`config.mk`:
```
export PLATFORM = sky130hd
export DESIGN_NAME = apb_slave_mux_ctrl
export DESIGN_NICKNAME = d
export VERILOG_FILES = /design/src/rtl/apb_slave_mux_ctrl_pkg.sv /design/src/rtl/apb_slave_mux_ctrl_timeout_cnt.sv /design/src/rtl/apb_slave_mux_ctrl.sv
export SDC_FILE = /design/constraint.sdc
export NUM_CORES = 1
export LEC_CHECK = 0
export BUFFER_PORTS_ARGS = -buffer_cell sky130_fd_sc_hd__buf_2
export CAP_MARGIN = 20
export CORE_MARGIN = 8
export CORE_UTILIZATION = 33
export DETAILED_ROUTE_END_ITERATION = 16
export GPL_TIMING_DRIVEN = 0
export PLACE_DENSITY = 0.76
export SYNTH_ARGS = -nofsm -noshare
export SYNTH_HDL_FRONTEND = slang
export SYNTH_HIERARCHICAL = 1
export SYNTH_SLANG_ARGS = --single-unit
```
`constraint.sdc`:
```
create_clock -name hclk -period 1.9 [get_ports hclk]
set_clock_uncertainty 0.1 [all_clocks]
set_input_delay 0.38 -clock hclk [delete_from_list [all_inputs] [get_ports hclk]]
set_output_delay 0.38 -clock hclk [all_outputs]
set_load 0.01 [all_outputs]
```
`src/rtl/apb_slave_mux_ctrl_pkg.sv`:
```
// Shared widths and FSM state encoding for the APB slave mux controller.
package apb_slave_mux_ctrl_pkg;

    localparam int unsigned PADDR_WIDTH    = 32;
    localparam int unsigned APB_DATA_WIDTH = 32;

    typedef enum logic [2:0] {
        ST_IDLE   = 3'd0,
        ST_SETUP  = 3'd1,
        ST_ACCESS = 3'd2,
        ST_ABORT  = 3'd3,
        ST_DONE   = 3'd4
    } apb_state_e;

    // Watchdog counter width; at least one bit so a disabled watchdog still elaborates.
    function automatic int unsigned cnt_width(input int unsigned timeout);
        return (timeout == 0) ? 1 : $clog2(timeout + 1);
    endfunction

endpackage

```
`src/rtl/apb_slave_mux_ctrl_timeout_cnt.sv`:
```
// Per-transfer watchdog: counts unanswered ACCESS cycles and flags the last allowed one.
module apb_timeout_cnt
    import apb_slave_mux_ctrl_pkg::*;
#(
    parameter int unsigned TIMEOUT = 16
) (
    input  logic clk_i,
    input  logic rst_ni,
    input  logic clear_i,
    input  logic enable_i,
    output logic expire_o
);

    localparam int unsigned CW = cnt_width(TIMEOUT);

    logic [CW-1:0] cnt_q, cnt_d;

    // Saturates at TIMEOUT; the FSM leaves ACCESS before that can matter.
    always_comb begin
        cnt_d = cnt_q;
        if (clear_i) begin
            cnt_d = '0;
        end else if (enable_i && (cnt_q != CW'(TIMEOUT))) begin
            cnt_d = cnt_q + CW'(1);
        end
    end

    always_ff @(posedge clk_i or negedge rst_ni) begin
        if (!rst_ni) begin
            cnt_q <= '0;
        end else begin
            cnt_q <= cnt_d;
        end
    end

    assign expire_o = (TIMEOUT != 0) && (cnt_q == CW'(TIMEOUT - 1));

endmodule

```
`src/rtl/apb_slave_mux_ctrl.sv`:
```
// APB address decoder and response mux with a per-transfer watchdog that
// converts hung or unmapped accesses into error completions.
module apb_slave_mux_ctrl
    import apb_slave_mux_ctrl_pkg::*;
#(
    parameter  int unsigned NUM_SLV = 4,
    parameter  int unsigned SEL_MSB = 15,
    parameter  int unsigned SEL_LSB = 12,
    parameter  int unsigned TIMEOUT = 16,
    localparam int unsigned SEL_W   = SEL_MSB - SEL_LSB + 1
) (
    input  logic                              hclk,
    input  logic                              hreset_n,
    input  logic                              psel_en,
    input  logic                              penable,
    input  logic [PADDR_WIDTH-1:0]            paddr,
    output logic [NUM_SLV-1:0]                psel,
    input  logic [NUM_SLV-1:0]                pready,
    input  logic [NUM_SLV-1:0]                pslverr,
    input  logic [NUM_SLV*APB_DATA_WIDTH-1:0] prdata,
    output logic                              pready_x,
    output logic                              pslverr_x,
    output logic [APB_DATA_WIDTH-1:0]         prdata_x,
    output logic                              timeout_err,
    output logic [SEL_W-1:0]                  err_slot
);

    apb_state_e              state_q, state_d;
    logic [SEL_W-1:0]        slot, slot_q, slot_d;
    logic [SEL_W-1:0]        err_slot_q, err_slot_d;
    logic                    mapped, mapped_q, resp, expire, cnt_clr, cnt_en;
    logic                    sel_rdy, sel_err;
    logic [APB_DATA_WIDTH-1:0] sel_data;
    logic                    unused_paddr;

    assign slot         = paddr[SEL_MSB:SEL_LSB];
    assign mapped       = 32'(slot) < NUM_SLV;
    assign mapped_q     = 32'(slot_q) < NUM_SLV;
    assign unused_paddr = ^paddr;

    // Decode on the live address so psel rises in the bridge's own setup cycle.
    always_comb begin
        psel = '0;
        for (int unsigned i = 0; i < NUM_SLV; i++) begin
            psel[i] = psel_en && mapped && (32'(slot) == i) &&
                      ((state_q == ST_IDLE) || (state_q == ST_SETUP) || (state_q == ST_ACCESS));
        end
    end

    always_comb begin
        sel_rdy  = 1'b0;
        sel_err  = 1'b0;
        sel_data = '0;
        for (int unsigned i = 0; i < NUM_SLV; i++) begin
            if (32'(slot_q) == i) begin
                sel_rdy  = pready[i];
                sel_err  = pslverr[i];
                sel_data = prdata[i*APB_DATA_WIDTH +: APB_DATA_WIDTH];
            end
        end
    end

    always_comb begin
        state_d     = state_q;
        slot_d      = slot_q;
        err_slot_d  = err_slot_q;
        resp        = mapped_q ? sel_rdy : 1'b1;
        pready_x    = 1'b0;
        pslverr_x   = 1'b0;
        prdata_x    = '0;
        timeout_err = 1'b0;
        cnt_clr     = 1'b0;
        cnt_en      = 1'b0;
        unique case (state_q)
            ST_IDLE: begin
                if (psel_en) begin
                    state_d = ST_SETUP;
                    slot_d  = slot;
                end
            end
            ST_SETUP: begin
                state_d = ST_ACCESS;
                cnt_clr = 1'b1;
            end
            ST_ACCESS: begin
                pready_x  = resp;
                pslverr_x = resp & (mapped_q ? sel_err : 1'b1);
                prdata_x  = mapped_q ? sel_data : '0;
                cnt_en    = ~resp;
                // Completion beats the watchdog when both land in the same cycle.
                if (resp) begin
                    state_d = ST_DONE;
                    if (!mapped_q) err_slot_d = slot_q;
                end else if (expire) begin
                    state_d = ST_ABORT;
                end else if (!psel_en) begin
                    state_d = ST_IDLE;
                end
            end
            ST_ABORT: begin
                pready_x    = 1'b1;
                pslverr_x   = 1'b1;
                timeout_err = 1'b1;
                err_slot_d  = slot_q;
                state_d     = ST_DONE;
            end
            ST_DONE: begin
                if (!psel_en) begin
                    state_d = ST_IDLE;
                end else if ((slot != slot_q) || !penable) begin
                    state_d = ST_SETUP;
                    slot_d  = slot;
                end
            end
            default: state_d = ST_IDLE;
        endcase
    end

    always_ff @(posedge hclk or negedge hreset_n) begin
        if (!hreset_n) begin
            state_q    <= ST_IDLE;
            slot_q     <= '0;
            err_slot_q <= '0;
        end else begin
            state_q    <= state_d;
            slot_q     <= slot_d;
            err_slot_q <= err_slot_d;
        end
    end

    assign err_slot = err_slot_q;

    apb_timeout_cnt #(
        .TIMEOUT (TIMEOUT)
    ) u_cnt (
        .clk_i    (hclk),
        .rst_ni   (hreset_n),
        .clear_i  (cnt_clr),
        .enable_i (cnt_en),
        .expire_o (expire)
    );

endmodule
```
; ---- Word level (Yosys, flattened, before mapping)
; Index checks and enable logic that the tools add are counted.
[classes]
mux = 37
eq_ne = 20
add_sub_neg = 1
bitwise = 2
reduce_logical = 23
magnitude_cmp = 2
[ops]
columns = cell, count
row1 = $mux 32, 6
row2 = $mux 4, 5
row3 = $mux 3, 6
row4 = $eq 4x2->1 const B, 4
row5 = $pmux 4 s2, 2
row6 = $pmux 3 s5, 1
row7 = $mux 1, 13
row8 = $logic_and 1x1->1, 10
row9 = $mux 5, 2
row10 = $ne 2x2->1 const B, 5
row11 = $eq 4x1->1 const B, 2
row12 = $logic_not 4->1, 2
row13 = $lt 4x3->1 const B, 2
row14 = $eq 3x2->1 const B, 2
row15 = $reduce_and 3->1, 2
row16 = $reduce_bool 2->1, 3
row17 = $add 5x1->5 const B, 1
row18 = $eq 5x4->1 const B, 1
row19 = $ne 5x5->1 const B, 1
row20 = $ne 4x4->1, 1
row21 = $ne 4x4->1 const B, 1
row22 = $pmux 1 s2, 2
row23 = $reduce_and 4->1, 1
row24 = $eq 3x1->1 const B, 1
row25 = 7 further kinds, 9
[totals]
wordCells = 89
inputBits = 172
output_inout_bits = 43
reg_bits = 16

; ---- Longest topological paths before layout
[logic_depth]
ltp_word = 11
mapped_depth = 8
depth_no_buf = 6

; ---- Hierarchy
; Netlist, hierarchy kept.
[by_module_without_submodules]
columns = mod, seq_area_each_um2, area_per_inst_um2, instances, cells_each
row1 = apb_slave_mux_ctrl, 275.3, 1767.9, 1, 214
row2 = apb_timeout_cnt, 125.1, 300.3, 1, 29

; ---- Least setup slack after synthesis
; Ideal clock, no wire load.
[synth_timing]
path_type = reg2reg
startpoint = register slot_q[2]
endpoint = register u_cnt.cnt_q[0]
path_stages_with_launch = 8
required_time_ps = 1675
period_less_slack_ps = 2101
arrival_time_ps = 1876
path_slack_ps = -201
n_path_buf = 2
setup_ps = 125
path_cell_list = dfrtp_1 -> clkbuf_1 -> or3_1 -> buf_2 -> nor3b_1 -> nor3_1 -> o21a_4 -> mux2_4
[synth_between]
elab_chain_cells = 10
word_cells_on_any_way = 14
classes_between = order compare (1) / eq/ne (3) / mux (6) / bitwise (1) / reduce/logical (3)
[synth_rtl]
columns = element, line_no
row1 = start: declaration, apb_slave_mux_ctrl.sv:29  ; logic [SEL_W-1:0] slot, slot_q, slot_d;
row2 = start signal: assignment, apb_slave_mux_ctrl.sv:126  ; slot_q <= slot_d;
row3 = $logic_not 4->1, apb_slave_mux_ctrl.sv:55  ; if (32'(slot_q) == i) begin
row4 = $mux 1 (4 in series), apb_slave_mux_ctrl.sv:55
row5 = $mux 1 *, apb_slave_mux_ctrl.sv:67  ; resp = mapped_q ? sel_rdy : 1'b1;
row6 = $not 1->1 *, apb_slave_mux_ctrl.sv:89  ; cnt_en = ~resp;
row7 = $mux 1 *, apb_slave_mux_ctrl.sv:74  ; unique case (state_q)
row8 = named net cnt_en, apb_slave_mux_ctrl.sv:31  ; logic mapped, mapped_q, resp, expire, cnt_clr, cnt_en;
row9 = $logic_and 1x1->1 *, apb_slave_mux_ctrl_timeout_cnt.sv:23  ; end else if (enable_i && (cnt_q != CW'(TIMEOUT))) begin
row10 = $reduce_bool 2->1 (no line) *, n/a
row11 = end signal: assignment, apb_slave_mux_ctrl_timeout_cnt.sv:32  ; cnt_q <= cnt_d;
row12 = end: declaration, apb_slave_mux_ctrl_timeout_cnt.sv:16  ; logic [CW-1:0] cnt_q, cnt_d;
; Mark *: on every way through the listed nets, which the timed path passes. The rest lies on a longest branch.
; A chain may end at the register's enable or synchronous reset.

; ---- Worst setup path in the final report
[layout_timing]
startpoint = register slot_q[2]
endpoint = output port prdata_x[9]
[layout_between]
elab_chain_cells = 7
word_cells_on_any_way = 11
classes_between = order compare (1) / eq/ne (3) / mux (6) / reduce/logical (1)
[layout_rtl]
columns = element, line_no
row1 = $logic_not 4->1, apb_slave_mux_ctrl.sv:55
row2 = $mux 32 (4 in series), apb_slave_mux_ctrl.sv:55
row3 = $mux 32 *, apb_slave_mux_ctrl.sv:88  ; prdata_x = mapped_q ? sel_data : '0;
row4 = $mux 32 *, apb_slave_mux_ctrl.sv:74
row5 = end: declaration, apb_slave_mux_ctrl.sv:23  ; output logic [APB_DATA_WIDTH-1:0] prdata_x,
; Mark *: on every way between the ends. The rest lies on a longest branch, timed or not.

==> run metrics <==
outcome finished, violations left; failing checks negative setup slack; P_int around 2.4 mW; leakage around 1.9 nW; first-pass GRT wire length 14280 microns; layout cells sized above 1 68.93%; vias in the first global route about 3000; via count ~2800; row cnt 29; Layout area overhead 87.42%; initial antenna violation count 0; Logic pwr share between 70% and 80%; Reg clk slew, reported paths 0.07 ns; count of final setup violators ~40; switching power 2.101 mW; syn avg cell area 8.511 sq um; Cells after Synth between 200 and 250; CTS tree done; GRT Util Overall 19.34%; yosys warns 6; switching share of power between 40% and 50%; synth unique cells just over 40; CTS Buf Count 3; Initial Util 33.33%; critical path arrival 1.83 ns; delay of the slowest critical-path stage about 0.46 ns; final net count 633; CP Data Required Time approximately 1.4 ns; Pwr per Cell Area approximately 1100 nW/um^2; Antenna Violating Nets Remaining 0; critical path peak fanout 10; H-tree Lvls 1; kind of critical path register to output pin; total power about 4.5 mW; CTS Buffer Depth 2; DIE WIDTH between 90 and 100 microns; Sink Count 16; max-cap violations 0; IO Count between 200 and 250; DRT iter0 DRCs 78; drt via density about 5.3; Post-synth top flop dfrtp_1; setup ws final -0.4116 ns; Wirelength per Cell around 18 microns; register bit total from synthesis 16; crit path capture type output pin; remaining design rule violation count 0; # port buffers 186; wirelength, routed between 9000 and 10000 microns; fin crit period 2.312 ns; die area just over 9000 sq um; sequential share of the synthesized area slightly below 20%; Max stage delay cell, worst path or3_4; unrepaired setup endpoints after global routing yes; Slew Viols, Final 0; largest net degree at the start of global routing 17; Sequential Power Share about 14%; clock root buffer clkbuf_8; drt pass-1 iters 4; die span in y between 90 and 100 microns; post-synthesis cell area between 2000 and 2500 sq um; cell-by-cell trace of the critical path or3_4 > buf_12 > a211oi_4 > a211oi_2 > buf_2; global placement routability congestion around 0.9; Final period util 121.7%; Clk pwr share 7.0%; worst-skew pair later-pin latency 0.26 ns; CP Launch Type register; ys async rst share 100.0%; core area around 6200 sq um; number of synthesized flops with an enable pin 0; aggregate global routing overflow 0; worst vdd ir between 0.9 and 1 mV; final-report hold violation count 0; FMAX 432.6 MHz; Final Util 62.47%; Worst Hold Class input pin to register; worst slew pin tran between 0.6 and 0.7 ns; Syn Nets around 420; Worst slew margin a little over half; ant diodes 0; DPL Wire Length 7518 microns
-- layer usage --
metal | part of all wire [%] | global-route usage [%]
met1 | 38 | 21.89
met2 | 51 | 35.50
met3 | 9.6 | 5.276
met4 | 1.4 | 3.381
met5 | 0 | 0
-- through the flow --
stage | cell area [sq um] | std cells | setup TNS [ns] | setup slack (ns) | hold WS (ns)
after floorplan | 2266 | 243 | -0.7157 | -0.04505 | -0.01559
after global placement | 3293 | 506 | -14.84 | -0.5012 | 0.2088
after CTS | 3642 | 525 | -14.37 | -0.4246 | 0.3050
after detailed placement | 3293 | 506 | -15.61 | -0.4995 | 0.2166
final | 3876 | 534 | -11.86 | -0.4116 | 0.3330
after global routing | 3876 | 534 | -14.68 | -0.4592 | 0.3467
-- placed cells by master (no fill, tap or decap), types with 9 or more instances in the layout --
cell type,count
buf_2,189
mux2i_1,40
a211oi_2,40
nor2b_1,25
buf_4,22
dfrtp_1,11
buf_6,9
inv_1,9
-- kinds of logic after synthesis --
family                     after synthesis  synth area share [%]
buffers and inverters                   31                 7.622
xor gates and xnor gates                 2                0.8471
muxes                                   49                 24.80
AOI/OAI and AO/OA                       72                 27.46
and+or+nand+nor                         70                 18.09
adders and majority gates                3                 1.815
DFF                                     16                 19.36
-- power by group through the flow --
| stage | Sequential (mW) | Combinational (mW) | Clock [mW] |
|---|---|---|---|
| global route | 0.670 | 3.75 | 0.330 |
| floorplan | 0.607 | 1.94 | 0 |
| global placement | 0.626 | 2.61 | 0 |
| CTS | 0.626 | 3.20 | 0.322 |
| finish | 0.647 | 3.49 | 0.313 |
| detailed placement | 0.630 | 2.66 | 0 |
-- critical path, delay by kind of cell, from the launching register on --
family | cells | cell delay (ns)
compound gates | 2 | 0.31
buf+inv | 2 | 0.35
simple gates | 1 | 0.46
flops | 1 | 0.44
-- sequential cells by signal, indices dropped and copies added (netlist names) --
| signal | flops |
|---|---|
| state_q | 3 |
| slot_q | 4 |
| u_cnt/cnt_q | 5 |
| err_slot | 4 |
-- Yosys cell counts, types with 4 or more instances --
cell	n	area share, %
a211oi_1	50	18
o22a_1	8	3.4
mux2_2	4	2.2
nor2_1	16	2.9
buf_2	6	1.5
nor3_1	4	0.97
inv_1	9	1.6
mux2i_1	43	21
nor2b_1	27	8.2
nand2_1	9	1.6
clkbuf_1	8	1.5
dfrtp_1	16	19
-- final timing paths --
check                           depth (start not counted)                         end  slack, ns               startpoint
worst min register to register                          1     err_slot[2]$_DFFE_PN0P_       0.40  err_slot[2]$_DFFE_PN0P_
max in group asynchronous                               2       slot_q[0]$_DFFE_PN0P_       0.95                 hreset_n
min in group asynchronous                               2     err_slot[3]$_DFFE_PN0P_       0.46                 hreset_n
worst max-delay path                                    5                 prdata_x[9]      -0.41    slot_q[2]$_DFFE_PN0P_
worst max register to register                          7  u_cnt/cnt_q[0]$_DFFE_PN0P_      -0.13    slot_q[1]$_DFFE_PN0P_
worst min-delay path                                    2       slot_q[3]$_DFFE_PN0P_       0.33                paddr[15]
-- timing repair --
item                                   in CTS  in global routing
pin swaps                                  24                 16
setup endpoints to repair                  46                 47
endpoints found under the hold margin      16                  0
gates cloned                                1                  0
resized for setup                          40                 42
hold buffers                                1                  0
buffers inserted                           14                 12
-- area by class of cell --
type | instances | area (sq um)
buffer | 17 | 165.2
clock buffer | 4 | 55.05
fill | 529 | 2328
inverter | 10 | 40.04
multi-input combinational | 196 | 1929
sequential | 16 | 406.6
tap | 77 | 96.34
timing repair buffer | 214 | 1184
Power figures use the tool's default switching activity.
